<file path="config.mk">
export PLATFORM = sky130hd
export DESIGN_NAME = washer_cycle_ctrl
export DESIGN_NICKNAME = d
export VERILOG_FILES = /design/src/rtl/washer_pkg.sv /design/src/rtl/phase_timer.sv /design/src/rtl/washer_cycle_ctrl.sv
export SDC_FILE = /design/constraint.sdc
export NUM_CORES = 1
export LEC_CHECK = 0
export CELL_PAD_IN_SITES_DETAIL_PLACEMENT = 1
export CELL_PAD_IN_SITES_GLOBAL_PLACEMENT = 2
export CORE_UTILIZATION = 28
export CTS_BUF_LIST = sky130_fd_sc_hd__clkbuf_4 sky130_fd_sc_hd__clkbuf_8
export CTS_CLUSTER_DIAMETER = 50
export DETAILED_ROUTE_END_ITERATION = 8
export DONT_BUFFER_PORTS = 1
export PLACE_DENSITY = 0.7
export SKIP_CTS_REPAIR_TIMING = 1
export SYNTH_ARGS = -nofsm -noshare
export SYNTH_HDL_FRONTEND = slang
export SYNTH_SLANG_ARGS = --single-unit
</file>
<file path="constraint.sdc">
create_clock -name clk -period 1.95 [get_ports clk]
set_input_delay 0.195 -clock clk [delete_from_list [all_inputs] [get_ports clk]]
set_output_delay 0.195 -clock clk [all_outputs]
set_load 0.01 [all_outputs]
</file>
<file path="src/rtl/washer_pkg.sv">
// rtl/washer_pkg.sv - phase codes and phase durations for the washer sequencer
package washer_pkg;

    typedef enum logic [2:0] {
        IDLE  = 3'b000,
        FILL  = 3'b001,
        WASH  = 3'b010,
        RINSE = 3'b011,
        SPIN  = 3'b100
    } state_t;

    localparam int unsigned FILL_MIN  = 2;
    localparam int unsigned WASH_MIN  = 5;
    localparam int unsigned RINSE_MIN = 2;
    localparam int unsigned SPIN_MIN  = 1;

    // IDLE maps to 1 so limit-1 never underflows; the timer is disabled there anyway.
    function automatic int unsigned phase_minutes(state_t s);
        case (s)
            FILL:    phase_minutes = FILL_MIN;
            WASH:    phase_minutes = WASH_MIN;
            RINSE:   phase_minutes = RINSE_MIN;
            SPIN:    phase_minutes = SPIN_MIN;
            default: phase_minutes = 1;
        endcase
    endfunction

endpackage

</file>
<file path="src/rtl/phase_timer.sv">
// rtl/phase_timer.sv - per-phase cycle counter that flags the last cycle of a phase
module phase_timer #(
    parameter int unsigned CNT_W = 32
) (
    input  logic             clk,
    input  logic             rst,
    input  logic             load,
    input  logic             enable,
    input  logic [CNT_W-1:0] limit,
    output logic             done
);

    logic [CNT_W-1:0] count;

    // A load always wins so every phase starts from zero, even if it is entered paused.
    always_ff @(posedge clk or posedge rst) begin
        if (rst) begin
            count <= '0;
        end else if (load) begin
            count <= '0;
        end else if (enable) begin
            count <= count + 1'b1;
        end
    end

    assign done = (count == (limit - 1'b1)) && enable;

endmodule

</file>
<file path="src/rtl/washer_cycle_ctrl.sv">
// rtl/washer_cycle_ctrl.sv - coin-started fill/wash/rinse/spin sequencer with spin-lid pause
module washer_cycle_ctrl
    import washer_pkg::*;
#(
    parameter int unsigned TICKS_PER_MIN = 4,
    parameter int unsigned CNT_W         = 32
) (
    input  logic       clk,
    input  logic       rst,
    input  logic       coin_in,
    input  logic       double_wash,
    input  logic       timer_pause,
    output logic [2:0] state,
    output logic       busy,
    output logic       paused,
    output logic       wash_done
);

    state_t           cur_state;
    state_t           next_state;
    logic             dw_reg;
    logic             pass;
    logic             load;
    logic             enable;
    logic             done;
    logic             second_pass;
    logic [CNT_W-1:0] limit;

    assign paused      = (cur_state == SPIN) && timer_pause;
    assign enable      = (cur_state != IDLE) && !paused;
    assign load        = (next_state != cur_state);
    assign limit       = CNT_W'(phase_minutes(cur_state)) * CNT_W'(TICKS_PER_MIN);
    assign second_pass = dw_reg && !pass;

    phase_timer #(
        .CNT_W (CNT_W)
    ) u_phase_timer (
        .clk    (clk),
        .rst    (rst),
        .load   (load),
        .enable (enable),
        .limit  (limit),
        .done   (done)
    );

    always_ff @(posedge clk or posedge rst) begin
        if (rst) begin
            cur_state <= IDLE;
        end else begin
            cur_state <= next_state;
        end
    end

    always_comb begin
        next_state = cur_state;
        case (cur_state)
            IDLE:    if (coin_in) next_state = FILL;
            FILL:    if (done)    next_state = WASH;
            WASH:    if (done)    next_state = RINSE;
            RINSE:   if (done)    next_state = second_pass ? WASH : SPIN;
            SPIN:    if (done)    next_state = IDLE;
            default:              next_state = IDLE;
        endcase
    end

    // double_wash only matters at acceptance; pass marks that the repeat WASH is underway.
    always_ff @(posedge clk or posedge rst) begin
        if (rst) begin
            dw_reg    <= 1'b0;
            pass      <= 1'b0;
            wash_done <= 1'b0;
        end else begin
            wash_done <= (cur_state == SPIN) && done;
            if (cur_state == IDLE) begin
                pass <= 1'b0;
                if (coin_in) begin
                    dw_reg <= double_wash;
                end
            end else if ((cur_state == RINSE) && done && second_pass) begin
                pass <= 1'b1;
            end
        end
    end

    assign state = cur_state;
    assign busy  = (cur_state != IDLE);

endmodule

</file>
After elaboration in Yosys (flattened, before gate mapping)
Cells that the tools add are included.

$add $sub $neg: 2. Equal/unequal tests: 6. Mux-type cells: 12. Reduce and logical (&&, ||, !) cells: 15.

Operators by type and width (count): $mux W32 (2); $add A32 B1 Y32 const B (1); $eq A32 B32 Y1 (1); $mux W3 (6); $pmux W3 S5 (1); $logic_and A1 B1 Y1 (7); $eq A3 B2 Y1 const B (2); $pmux W3 S2 (1); $sub A5 B1 Y6 const B (1); $reduce_bool A2 Y1 (2); $eq A3 B1 Y1 const B (1); $eq A3 B3 Y1 const B (1); $logic_not A3 Y1 (1); $ne A3 B3 Y1 (1); $reduce_bool A3 Y1 (1); $logic_not A1 Y1 (2); $mux W1 (2); $reduce_and A2 Y1 (1); $reduce_or A2 Y1 (1).

Register bits: 38. Input bits: 5. Output and inout bits: 6.

Logic depth before layout (Yosys ltp)
Gate-level depths: netlist of the first run.

Depth in word-level cells: 10. Gate-level depth with buffers: 7. Gate-level depth less buffers: 6.

Cells and area by module
A second synthesis of the first run with hierarchy kept.

Cell total of the unflattened synthesis: 385. Area, all modules: 3170.5 um^2.

Modules (own cells, without submodules): phase_timer (times used 1, cells an instance 346, area each 2810.2 um^2, seq. area each 800.8 um^2); washer_cycle_ctrl (times used 1, cells an instance 39, area each 360.3 um^2, seq. area each 150.1 um^2).

Least setup slack after synthesis of the first run
OpenSTA, ideal clock, no wires.

Kind: register -> register. Start: register u_phase_timer.count[0]. End: register cur_state[0], in the netlist state[0]. Setup time: 0.125 ns. Arrival: 1.746 ns. Path slack: 0.079 ns. Stages on the path, launching flop included: 7. Clock period less this slack: 1.871 ns. Cells stage by stage: dfrtp_1 ha_1 or4b_1 nor3_1 and4_1 nand3_2 mux2_4.

Cells in the longest elaborated chain, start to end: 4. Elaborated cells between the ends (all ways): 7. Those cells by class: 1 x eq/ne; 5 x mux; 1 x reduce/logical.

Ends and longest elaborated chain: start, declared (line phase_timer.sv:13) `logic [CNT_W-1:0] count;`; start signal, assigned (line phase_timer.sv:22) `count <= count + 1'b1;`; $eq A32 B32 Y1 (*) (line phase_timer.sv:26) `assign done = (count == (limit - 1'b1)) && enable;`; $logic_and A1 B1 Y1 (*) (line phase_timer.sv:26); $mux W3, on equally long branches; $pmux W3 S5 (*) (line washer_cycle_ctrl.sv:56) `case (cur_state)`; net next_state[0] (line washer_cycle_ctrl.sv:20) `state_t next_state;`; end signal, assigned (line washer_cycle_ctrl.sv:50) `cur_state <= next_state;`; end, declared (line washer_cycle_ctrl.sv:19) `state_t cur_state;`.

Mark *: on every way through the listed nets, which the timed path passes. The rest lies on a longest branch. A chain may end at the register's enable or synchronous reset.

Worst setup path in the final report of the first run
Same ends and word-level chain as after synthesis.

==> summary.md, run 1 <==
| Metric | Value |
|---|---|
| Slowest stage delay, CP | `0.50 ns` |
| Max Root-Sink Buffers | `2` |
| Pin count of the biggest net entering global routing | `39` |
| Clock sink total | `38` |
| CP Data Required Time | `2.13 ns` |
| First-pass GRT wire length | `10.4 mm` |
| TritonCTS clock tree | `done` |
| Vias in the first global route | `2013` |
| Layout cells sized above 1 | `27.9%` |
| Root Driver | `clkbuf_8` |
| CP max FO | `3` |
| Final-stage net count | `286` |
| CP startpoint kind | `register` |
| Number of synthesized register bits | `38` |
| Slew Limit Fails | `0` |
| Commonest non-fill, non-tap cell in the layout | `buf_4` |
| Post-Syn Instances | `235` |
| Latest clock arrival within the worst-skew pair | `0.29 ns` |
| Width of the die | `91.0 um` |
| Die Y | `91.0 um` |
| Endpoints failing hold | `0` |
| Via density | `4.97` |
| # fillers | `925` |
| Largest register by flop count | `u_phase_timer.count` |
| Least-Margin Pin Slew | `0.508 ns` |
| Failing checks | `setup timing` |
| TritonRoute pass-1 iters | `4` |
| CP Capture Type | `register` |
| Global route overflow | `0` |
| Post-Syn Area per Cell | `9.43 um2` |
| CP Data Arrival Time | `2.13 ns` |
| IO Count | `11` |
| Post-route insts no fill | `382` |
| Antenna cells | `0` |
| Violation count after the first detailed-route iteration | `68` |
| WP buf/inv | `0` |
| Crit path kind | `register to register` |
| Rows | `32` |
| Final setup viols | `1` |
| Slowest cell on crit path | `or4b_1` |
| Num CTS Buffers | `5` |
| Final ANT Viol Nets | `0` |
| Run status | `complete, but fails checks` |
| Top_reg_cell synth | `dfrtp_1` |
| Tmin final | `1.95 ns` |
| Peak Freq | `0.513 GHz` |
| Wirelength per Cell | `15.7 um` |
| Final GP Congestion | `0.780` |
| Final wirelength | `6.00 mm` |
| Min-Delay Path Class | `primary input to register` |
| Starting density of the core | `28.8%` |
| Yosys Warn Count | `0` |
| Drt drc | `0` |
| Max_cap viols | `0` |
| Final Cycle Share | `100%` |
| Commonest cells after routing, fill and taps aside | `buf_4 (43), dfrtp_1 (38), nor2_1 (37)` |
| Vias | `1900` |
| Floorplan Core Area | `7690 um2` |
| Clock Skews | `0.00552 ns` |
| Max_slew headroom | `66.1%` |
| Area Growth Syn to Fin | `27.1%` |
| Peak supply drop | `249 uV` |
| Pwr dens | `898 nW/um2` |
| Initial antenna violation count | `0` |
| Clock slew at reported path FFs | `0.08 ns` |
| Die area | `8280 um2` |
| Setup ws final | `-0.00122 ns` |
| Post-DP HPWL | `4.48 mm` |
| Post-synthesis sequential area ratio | `42.9%` |
| Total Routing Usage GR | `16.1%` |
| Leak Pwr | `1.22 nW` |
| Post-synthesis net count | `241` |
| H-tree depth | `2` |
| Cell Chain, Critical Path | `ha_1 > or4b_1 > nor3_2 > and4_4 > nand3_2 > mux2_4` |
| Cell variety after synth | `44` |
| Async set-or-reset flop fraction in the synthesized netlist | `100%` |
| Max reg flops | `32` |
| Top delay family on crit path | `simple AND/OR/NAND/NOR gates` |
| Post-Place Setup Slack | `-0.169 ns` |
| Placed Cells | `374` |
| Synthesized area | `2220 um2` |
| Number of enable flip-flop cells after synthesis | `0` |
| RSZ-0062 raised after global routing | `yes` |
| Buffers on Ports | `0` |
==> cell usage after synthesis, drive strengths merged (2+ instances only) <==
cell | instances | area share (%)
a21o | 2 | 0.73
a21oi | 5 | 1.1
and3 | 6 | 1.7
and4 | 5 | 2.0
buf | 7 | 1.9
clkbuf | 2 | 0.34
dfrtp | 38 | 43
inv | 7 | 1.2
mux2 | 2 | 1.2
nand2 | 13 | 2.2
nand2b | 4 | 1.1
nand3 | 16 | 3.8
nand3b | 3 | 1.0
nand4 | 12 | 4.3
nor2 | 39 | 6.8
nor3 | 11 | 2.9
nor4 | 13 | 5.4
o21ai | 2 | 0.45
or4 | 3 | 1.0
xnor2 | 20 | 7.9
xor2 | 11 | 4.3
==> kinds of logic (layout without fill, tap and decap cells) <==
logic type / count (synthesis) / in the layout / synth area share (%)
AO/OA/AOI/OAI: 15 / 15 / 4.57
XOR/XNOR: 31 / 31 / 12.2
adder cells (fa/ha/maj): 1 / 1 / 0.564
buffers and inverters: 16 / 61 / 3.44
flip-flops: 38 / 38 / 42.9
multiplexers: 3 / 3 / 1.64
AND/OR/NAND/NOR: 131 / 131 / 34.6
==> final cells by class <==
cell class / instances / area (um2) / area share [%]
clock buffer: 7 / 83.8 / 2.97
inverter: 7 / 26.3 / 0.932
multi-input combinational: 181 / 1250 / 44.2
sequential: 38 / 951 / 33.7
tap: 102 / 128 / 4.53
timing repair buffer: 47 / 384 / 13.6
==> worst paths after layout <==
path	start	endpoint	slack, ns	depth (start not counted)
worst max-delay path	u_phase_timer.count[0]	state[0]	-0.001	6
worst max register to register	u_phase_timer.count[0]	state[0]	-0.001	6
worst min register to register	pass	pass	0.53	2
worst min-delay path	double_wash	dw_reg	0.06	1
min in group asynchronous	rst	u_phase_timer.count[23]	0.47	3
max in group asynchronous	rst	u_phase_timer.count[8]	1.13	3
==> where the power goes <==
group | leakage [nW] | switching, W | internal [W] | total, W
registers | 0.515 | 0.000105 | 0.000884 | 0.000989
clock network | 0.0452 | 0.000277 | 0.000274 | 0.000551
logic | 0.659 | 0.000507 | 0.000484 | 0.000991
==> metal layers <==
layer	routed length [um]	vias to the layer above	global-route usage, %
li1	-	919	-
met5	0	-	0
met1	2940	952	22.0
met3	151	9	3.10
met4	77	0	3.97
met2	2830	20	26.1
==> metrics by stage <==
stage | hold WS, ns | instance area (um2) | util, % | setup TNS (ns) | total power, W
2_1_floorplan | 0.345 | 2220 | - | 0 | 0.00153
3_5_place_dp | 0.261 | 2670 | 34.7 | -5.22 | 0.00196
5_1_grt | 0.0561 | 2820 | 36.7 | -2.66 | 0.00270
4_1_cts | -0.0634 | 2750 | 35.8 | -6.02 | 0.00252
6_report | 0.0610 | 2820 | 36.7 | -0.00122 | 0.00253
3_3_place_gp | 0.252 | 2670 | 34.7 | -3.99 | 0.00192
==> worst register-to-register path, cell delays in order (launching register included) <==
cell and delay [ns]:
dfrtp_1 0.36, ha_1 0.18, or4b_1 0.50, nor3_2 0.14, and4_4 0.27, nand3_2 0.09, mux2_4 0.31
(Power assumes the default switching activity.)
==> run 2, diff against run 1 <==
CTS_CLUSTER_DIAMETER = not set   (was 50)
PLACE_DENSITY = 0.68   (was 0.7)
clock period = 2.4 ns   (was 1.95 ns; I/O delays follow)
==> run 2 against run 1 <==
The flow finishes with violations (hold timing). Clock-buffer cell count is 1 lower. Hold slack lost 0.10 ns. Critical path depth did not move. First-iteration DRC count shrank 44%. Sequential power fell by 14%. Maximum frequency down 7.9%. Register-to-register slack improved by 0.28 ns. Sequential cell count unchanged. Combinational power fell by 41%. Sequential share of layout area is 5.0 points higher. Via count down 7.9%. Largest cell class unchanged.
==> summary.md, run 2 (synthesized netlist as in run 1, its figures left out) <==
| Metric | Value |
|---|---|
| CP Capture Type | `register` |
| Placed cell area | `2370 um2` |
| Cell Chain, Critical Path | `or4_1 > nor4_1 > and4_1 > a21o_2 > buf_12 > nor2_1` |
| Slew Limit Fails | `0` |
| First-pass GRT wire length | `10.0 mm` |
| Final wirelength | `5.72 mm` |
| Die area | `8280 um2` |
| Min-Delay Path Class | `primary input to async pin` |
| Crit path kind | `register to register` |
| Initial antenna violation count | `0` |
| TritonRoute pass-1 iters | `4` |
| Commonest cells after routing, fill and taps aside | `dfrtp_1 (38), nor2_1 (37), xnor2_1 (20)` |
| Largest register by flop count | `u_phase_timer.count` |
| Peak Freq | `0.472 GHz` |
| Drt drc | `0` |
| Total Routing Usage GR | `15.5%` |
| H-tree depth | `2` |
| Run status | `complete, but fails checks` |
| Post-Route Hold Slack | `-0.0427 ns` |
| Final GP Congestion | `0.753` |
| Num CTS Buffers | `5` |
| Vias in the first global route | `1916` |
| Post-DP HPWL | `3.95 mm` |
| Max_cap viols | `0` |
| Floorplan Core Area | `7690 um2` |
| Layout cells sized above 1 | `12.6%` |
| Max Root-Sink Buffers | `2` |
| Final-stage net count | `246` |
| Clock slew at reported path FFs | `0.08 ns` |
| Clock sink total | `38` |
| RSZ-0062 raised after global routing | `no` |
| Setup ws final | `0.281 ns` |
| Post-Place Setup Slack | `0.252 ns` |
| Area Growth Syn to Fin | `10.7%` |
| Final ANT Viol Nets | `0` |
| TritonCTS clock tree | `done` |
| CP Data Arrival Time | `2.30 ns` |
| CP max FO | `16` |
| Max reg flops | `32` |
| Max_slew headroom | `59.1%` |
| Root Driver | `clkbuf_8` |
| Latest clock arrival within the worst-skew pair | `0.29 ns` |
| IO Count | `11` |
| M1 GR Usage | `20.7%` |
| Pin count of the biggest net entering global routing | `39` |
| CP startpoint kind | `register` |
| Via density | `5.13` |
| Global-route track usage on met2 | `25.1%` |
| # fillers | `917` |
| Final Cycle Share | `88.3%` |
| Failing checks | `hold timing` |
| Pwr dens | `769 nW/um2` |
| CP Data Required Time | `2.58 ns` |
| Crit path from | `u_phase_timer.count[10]` |
| Setup TNS | `0 ns` |
| Commonest non-fill, non-tap cell in the layout | `dfrtp_1` |
| Wirelength per Cell | `16.8 um` |
| Width of the die | `91.0 um` |
| Clock Skews | `0.00657 ns` |
| Grt peak-use layer | `met2` |
| Global route overflow | `0` |
| Slowest cell on crit path | `or4_1` |
| Leak Pwr | `0.995 nW` |
| Reg2Reg Launch Point | `u_phase_timer.count[10]` |
| Tmin final | `2.12 ns` |
| Buffers on Ports | `0` |
| Starting density of the core | `28.8%` |
| Endpoints failing hold | `38` |
| Vias | `1750` |
| Met3 usage | `2.85%` |
| Least-Margin Pin Slew | `0.614 ns` |
| Die Y | `91.0 um` |
| Peak supply drop | `234 uV` |
| Slowest stage delay, CP | `0.52 ns` |
| Antenna cells | `0` |
| Rows | `32` |
| Final setup viols | `0` |
| Finished Cell Area | `2450 um2` |
| Violation count after the first detailed-route iteration | `38` |
[run 2: cell count changes in the layout (fill, tap and decap cells not counted), sizes merged]
cell	delta
clkbuf	-1
dlygate4sd3	-1
buf	-39
[run 2: metal layers]
layer	vias up	part of all wire (%)
li1	840	-
met1	882	50
met2	19	47
met3	9	2.4
met4	0	1.5
met5	-	0
[run 2: through the flow]
step                util, %  total power, W  cells  hold WS (ns)
global placement       30.9         0.00145    335         0.301
CTS                    31.9         0.00192    341       -0.0233
global route           31.9         0.00201    341       0.00683
floorplan                 -         0.00124    235         0.390
finish                 31.9         0.00189    341       -0.0427
detailed placement     30.9         0.00145    335         0.299
[run 2: worst paths after layout]
kind                                           endpoint  slack [ns]  cells past startpoint
max in group asynchronous       u_phase_timer.count[22]        2.08                      2
worst min-delay path            u_phase_timer.count[27]       -0.04                      2
min in group clk                                 dw_reg        0.10                      1
worst max-delay path             u_phase_timer.count[2]        0.28                      6
worst min register to register                 state[1]        0.52                      1
worst max register to register   u_phase_timer.count[2]        0.28                      6
[run 2: report_power, final]
group	total [W]	internal, W	switching [W]
Combinational	0.000586	0.000259	0.000327
Clock	0.000454	0.000222	0.000232
Sequential	0.000848	0.000717	0.000131
[run 2: area by class of cell]
type	count	area, um2	share of cell area, %
clock buffer	6	82.6	3.36
inverter	7	26.3	1.07
multi-input combinational	181	1190	48.5
sequential	38	951	38.7
tap	102	128	5.20
timing repair buffer	7	77.6	3.16
[run 2: critical path, delay by kind of cell (launching register included)]
kind	cells	cell delay (ns)
simple gates	4	1.17
flops	1	0.47
compound gates	1	0.21
buf+inv	1	0.16
